<file path="src/rtl/mult_pkg.sv">
// Shared widths and the result entry carried from the multiplier to the CDB.
package mult_pkg;
  localparam int DATA_W        = 64;
  localparam int ROB_W         = 6;
  localparam int PRN_W         = 7;
  localparam int DEPTH_DEFAULT = 4;

  typedef struct packed {
    logic [DATA_W-1:0] product;
    logic [ROB_W-1:0]  rob_num;
    logic [PRN_W-1:0]  dest_prn;
  } mult_result_t;
endpackage

</file>
<file path="src/rtl/result_fifo.sv">
// In-order circular FIFO of multiplier results; data visible 1 cycle after push.
// Push while full and pop while empty are ignored; flush empties it and beats both.
module result_fifo
  import mult_pkg::*;
#(
  parameter int DEPTH = DEPTH_DEFAULT
) (
  input  logic         i_clock,
  input  logic         i_reset_n,
  input  logic         i_flush,
  input  logic         i_push,
  input  mult_result_t i_wdat,
  input  logic         i_pop,
  output mult_result_t o_rdat,
  output logic         o_full,
  output logic         o_empty
);
  localparam int AW = $clog2(DEPTH);
  localparam int CW = AW + 1;

  logic [AW-1:0] r_head;
  logic [AW-1:0] r_tail;
  logic [CW-1:0] r_count;
  mult_result_t  r_mem [DEPTH];

  logic w_push;
  logic w_pop;

  assign o_full  = (r_count == CW'(DEPTH));
  assign o_empty = (r_count == '0);
  assign w_push  = i_push && !o_full && !i_flush;
  assign w_pop   = i_pop && !o_empty && !i_flush;
  assign o_rdat  = r_mem[r_head];

  always_ff @(posedge i_clock or negedge i_reset_n) begin
    if (!i_reset_n) begin
      r_head  <= '0;
      r_tail  <= '0;
      r_count <= '0;
    end else if (i_flush) begin
      r_head  <= '0;
      r_tail  <= '0;
      r_count <= '0;
    end else begin
      if (w_push) r_tail <= r_tail + 1'b1;
      if (w_pop)  r_head <= r_head + 1'b1;
      case ({w_push, w_pop})
        2'b10:   r_count <= r_count + 1'b1;
        2'b01:   r_count <= r_count - 1'b1;
        default: r_count <= r_count;
      endcase
    end
  end

  // Entry storage needs no reset: nothing reads it until count says it is valid.
  always_ff @(posedge i_clock) begin
    if (w_push) r_mem[r_tail] <= i_wdat;
  end
endmodule

</file>
<file path="src/rtl/mult_cdb_buffer.sv">
// Buffers multiplier results for the CDB in order; result on cdb_* 1 cycle after capture.
// mult_enable drops while full (registered count only), stalling the multiplier pipeline.
module mult_cdb_buffer
  import mult_pkg::*;
#(
  parameter int DEPTH = DEPTH_DEFAULT
) (
  input  logic              clock,
  input  logic              reset,
  input  logic              flush,
  input  logic              mult_done,
  input  logic [DATA_W-1:0] mult_product,
  input  logic [ROB_W-1:0]  mult_ROB_num,
  input  logic [PRN_W-1:0]  mult_dest_PRN,
  output logic              mult_enable,
  input  logic              cdb_grant,
  output logic              cdb_req,
  output logic [DATA_W-1:0] cdb_value,
  output logic [ROB_W-1:0]  cdb_ROB_num,
  output logic [PRN_W-1:0]  cdb_dest_PRN
);
  logic         w_full;
  logic         w_empty;
  logic         w_push;
  logic         w_pop;
  mult_result_t w_wdat;
  mult_result_t w_head;

  assign mult_enable = !w_full;
  assign cdb_req     = !w_empty;

  // A held done while stalled is never captured because enable gates the push.
  assign w_push = mult_done && mult_enable && !flush;
  assign w_pop  = cdb_grant && cdb_req && !flush;

  assign w_wdat.product  = mult_product;
  assign w_wdat.rob_num  = mult_ROB_num;
  assign w_wdat.dest_prn = mult_dest_PRN;

  result_fifo #(.DEPTH(DEPTH)) u_fifo (
    .i_clock   (clock),
    .i_reset_n (reset),
    .i_flush   (flush),
    .i_push    (w_push),
    .i_wdat    (w_wdat),
    .i_pop     (w_pop),
    .o_rdat    (w_head),
    .o_full    (w_full),
    .o_empty   (w_empty)
  );

  always_comb begin
    cdb_value    = '0;
    cdb_ROB_num  = '0;
    cdb_dest_PRN = '0;
    if (cdb_req) begin
      cdb_value    = w_head.product;
      cdb_ROB_num  = w_head.rob_num;
      cdb_dest_PRN = w_head.dest_prn;
    end
  end
endmodule

</file>
<file path="config.mk">
export PLATFORM = sky130hd
export DESIGN_NAME = mult_cdb_buffer
export DESIGN_NICKNAME = d
export VERILOG_FILES = /design/src/rtl/mult_pkg.sv /design/src/rtl/result_fifo.sv /design/src/rtl/mult_cdb_buffer.sv
export SDC_FILE = /design/constraint.sdc
export NUM_CORES = 1
export LEC_CHECK = 0
export BUFFER_PORTS_ARGS = -buffer_cell sky130_fd_sc_hd__clkbuf_2
export CAP_MARGIN = 20
export CORE_AREA = 2 2 175 134
export CTS_CLUSTER_SIZE = 30
export DETAILED_ROUTE_END_ITERATION = 12
export DIE_AREA = 0 0 177 136
export HOLD_SLACK_MARGIN = 0.12
export PLACE_DENSITY_LB_ADDON = 0.05
export REMOVE_ABC_BUFFERS = 1
export SLEW_MARGIN = 0
export SYNTH_ARGS = -nofsm -noshare
export SYNTH_HDL_FRONTEND = slang
export SYNTH_SLANG_ARGS = --single-unit
</file>
<file path="constraint.sdc">
create_clock -name clock -period 7.4 [get_ports clock]
set_clock_uncertainty 0.05 [all_clocks]
set_input_delay 0.74 -clock clock [delete_from_list [all_inputs] [get_ports clock]]
set_output_delay 0.74 -clock clock [all_outputs]
set_load 0.005 [all_outputs]
</file>
==> flow_summary.yaml <==
logic_synthesis:
  ys_top_cells_by_area: "edfxtp_1 76%, mux4_2 14%, and2_1 4.2%"
  yosysSeqAreaShare_pct: 77.3
  synth_cell_types: 35
  synth_seq_cells: 315
  synth_cells: 557
  synth_edf_count: 308
  synth-main-ff-cell: "edfxtp_1"
  synth_common_cells: "308 x edfxtp_1, 81 x and2_1, 77 x mux4_2"
  yosysWarnings: 0
  synth.most_common_cell: "edfxtp_1"
  syn-cell-area_um2: 12200
  avgSynthCellArea_um2: 21.9
  synth_top_cell_by_area: "edfxtp_1"
  yosysTopAreaCellShare_pct: 75.8
  async_flop_share_pct: 2.22
clock_network:
  root_buffer: "clkbuf_16"
  cts_resized: 0
  postCtsSetupBuffers: 0
  cts.sinks: 315
  postCtsHoldBufs: 1
  cts_buffers: 30
  clkLatencyLatePin_ns: 0.54
  clock_path_buffers: 3
  cts_tree: "built"
  htreeDepth: 1
  path_clk_slew_ns: 0.06
setup_path:
  r2r_cells: 4
  start_kind: "register"
  crit_path_max_fanout: 41
  criticalPathCategory: "reg -> out"
  end_kind: "output pin"
  crit_arrival_ns: 3.20
  crit_required_ns: 6.61
global_route:
  gr-total-overflow: 0
  grt_first_pass_wirelength_um: 34800
  grt_pass1_vias: 6238
  grt_start_max_net_pins: 53
  antenna_found_initial: 2
  grt_util_all_layers_pct: 19.3
floorplan:
  core_area_um2: 22500
  die_h_um: 136
  ios: 161
  start_util_pct: 54.2
  fp.dieW_um: 177
  rows: 48
  die-area_um2: 24100
placed_design:
  io_buffers: 160
  hpwl_um: 13200
  gp_congestion: 0.754
flow_run:
  drv_cap: 0
min_path:
  whs_path_depth: 1
  hp-class: "in -> reg"
pwr:
  ir_worst_vdd_mv: 0.207
  p_leak_nw: 4.81
  powerDensity_nw_per_um2: 273
detailed_routing:
  totalWireLength_um: 22600
  via_count: 5825
  ant_nets: 0
  first_pass_iters: 4
  routedWlPerCell_um: 21.5
  drc: 0
  dr.first_iter.drc_count: 466
  viasPerCell: 5.56
run_status:
  status: "finished clean"
cells_and_area:
  nets: 811
  areaGrowthSynthToFinish_pct: 16.0
  drive_above_1_share_pct: 38.8
sta:
  hold_slack_ns: 0.367
  tns_ns: 0
  slew_viol_final: 0
  maxSlewHeadroom_pct: 43.4
  post-route-period-util_pct: 53.9
  tightest_slew_ns: 0.849
  setup_viol: 0
  fin_crit_ns: 3.99
  rsz0062_at_grt: "false"
  hold_viol_final: 0
  fmax_mhz: 251
worst max-delay path: stages (launching register included):
cell	delay, ns
dfrtp_4	0.97
buf_4	0.75
mux4_2	0.59
and2_1	0.18
clkbuf_2	0.11
layout make-up:
| class | count | area, µm² |
|---|---|---|
| antenna | 1 | 2.50 |
| clock buffer | 38 | 802 |
| clock inverter | 17 | 75.1 |
| fill | 1613 | 8370 |
| inverter | 7 | 26.3 |
| multi-input combinational | 202 | 2570 |
| sequential | 315 | 9430 |
| tap | 300 | 375 |
| timing repair buffer | 168 | 863 |
metrics by stage:
step / setup slack (ns) / instances / instance area [µm²] / utilization [%] / power [mW]
2_1_floorplan: 2.71 / 524 / 12000 / - / 2.36
3_3_place_gp: 3.83 / 991 / 13300 / 58.9 / 2.54
3_5_place_dp: 3.83 / 991 / 13300 / 58.9 / 2.55
4_1_cts: 3.25 / 1047 / 14100 / 62.8 / 3.91
5_1_grt: 3.09 / 1047 / 14100 / 62.8 / 4.02
6_report: 3.41 / 1048 / 14100 / 62.8 / 3.86
sequential cells by signal, summed over array words and instances (netlist names):
register and cells:
u_fifo.r_count 3, u_fifo.r_tail 2, u_fifo.r_mem 308, u_fifo.r_head 2
cell families (layout without fill, tap and decap cells):
group / count (synthesis) / count (layout) / share of synthesized area, %
adder cells (fa/ha/maj): 5 / 5 / 0.574
other: 0 / 1 / 0
AND/OR/NAND/NOR: 97 / 97 / 4.89
buffers and inverters: 40 / 230 / 1.76
XOR/XNOR: 3 / 3 / 0.215
AO/OA/AOI/OAI: 19 / 19 / 0.995
flip-flops: 315 / 315 / 77.3
multiplexers: 78 / 78 / 14.3
per-layer routing:
layer | global-route usage [%] | routed length (µm) | part of all wire, %
met1 | 26.7 | 9620 | 43
met2 | 31.2 | 10900 | 48
met3 | 5.20 | 1630 | 7.2
met4 | 4.41 | 431 | 1.9
met5 | 0 | 11 | 0.049
report_power, final:
group,leakage [nW],total [mW],switching [mW],internal [mW]
Combinational,1.49,0.441,0.212,0.230
Sequential,2.89,2.06,0.0431,2.02
Clock,0.430,1.36,0.599,0.759
placed cells by master (no fill, tap or decap), types with 2 or more instances in the layout:
| cell | instances |
|---|---|
| and2_4 | 4 |
| clkinv_2 | 6 |
| a21oi_1 | 7 |
| nand3_1 | 3 |
| nand2b_1 | 2 |
| ha_1 | 4 |
| nor3_1 | 2 |
| o21ai_0 | 3 |
| and2_1 | 77 |
| inv_1 | 7 |
| clkbuf_2 | 160 |
| dfrtp_4 | 2 |
| clkbuf_16 | 31 |
| o22ai_1 | 2 |
| nor2_1 | 3 |
| nand3b_1 | 2 |
| xor2_1 | 3 |
| a2111oi_0 | 2 |
| buf_4 | 7 |
| clkinv_1 | 10 |
| clkbuf_1 | 7 |
| mux4_2 | 77 |
| dfrtp_1 | 5 |
| edfxtp_1 | 308 |
final timing paths:
| kind | start | endpoint | slack [ns] |
|---|---|---|---|
| setup / recovery | u_fifo.r_head[0]$_DFFE_PN0P_ | cdb_value[3] | 3.41 |
| hold / removal | mult_ROB_num[2] | u_fifo.r_mem[0][9]$_DFFE_PP_ | 0.37 |
| setup reg to reg | u_fifo.r_count[2]$_DFFE_PN0P_ | u_fifo.r_mem[0][70]$_DFFE_PP_ | 4.59 |
| hold reg to reg | u_fifo.r_tail[1]$_DFFE_PN0P_ | u_fifo.r_tail[1]$_DFFE_PN0P_ | 0.58 |
| max in group asynchronous | reset | u_fifo.r_head[1]$_DFFE_PN0P_ | 6.56 |
| min in group asynchronous | reset | u_fifo.r_tail[1]$_DFFE_PN0P_ | 0.53 |
No activity file was read; power rests on OpenSTA's default activity.
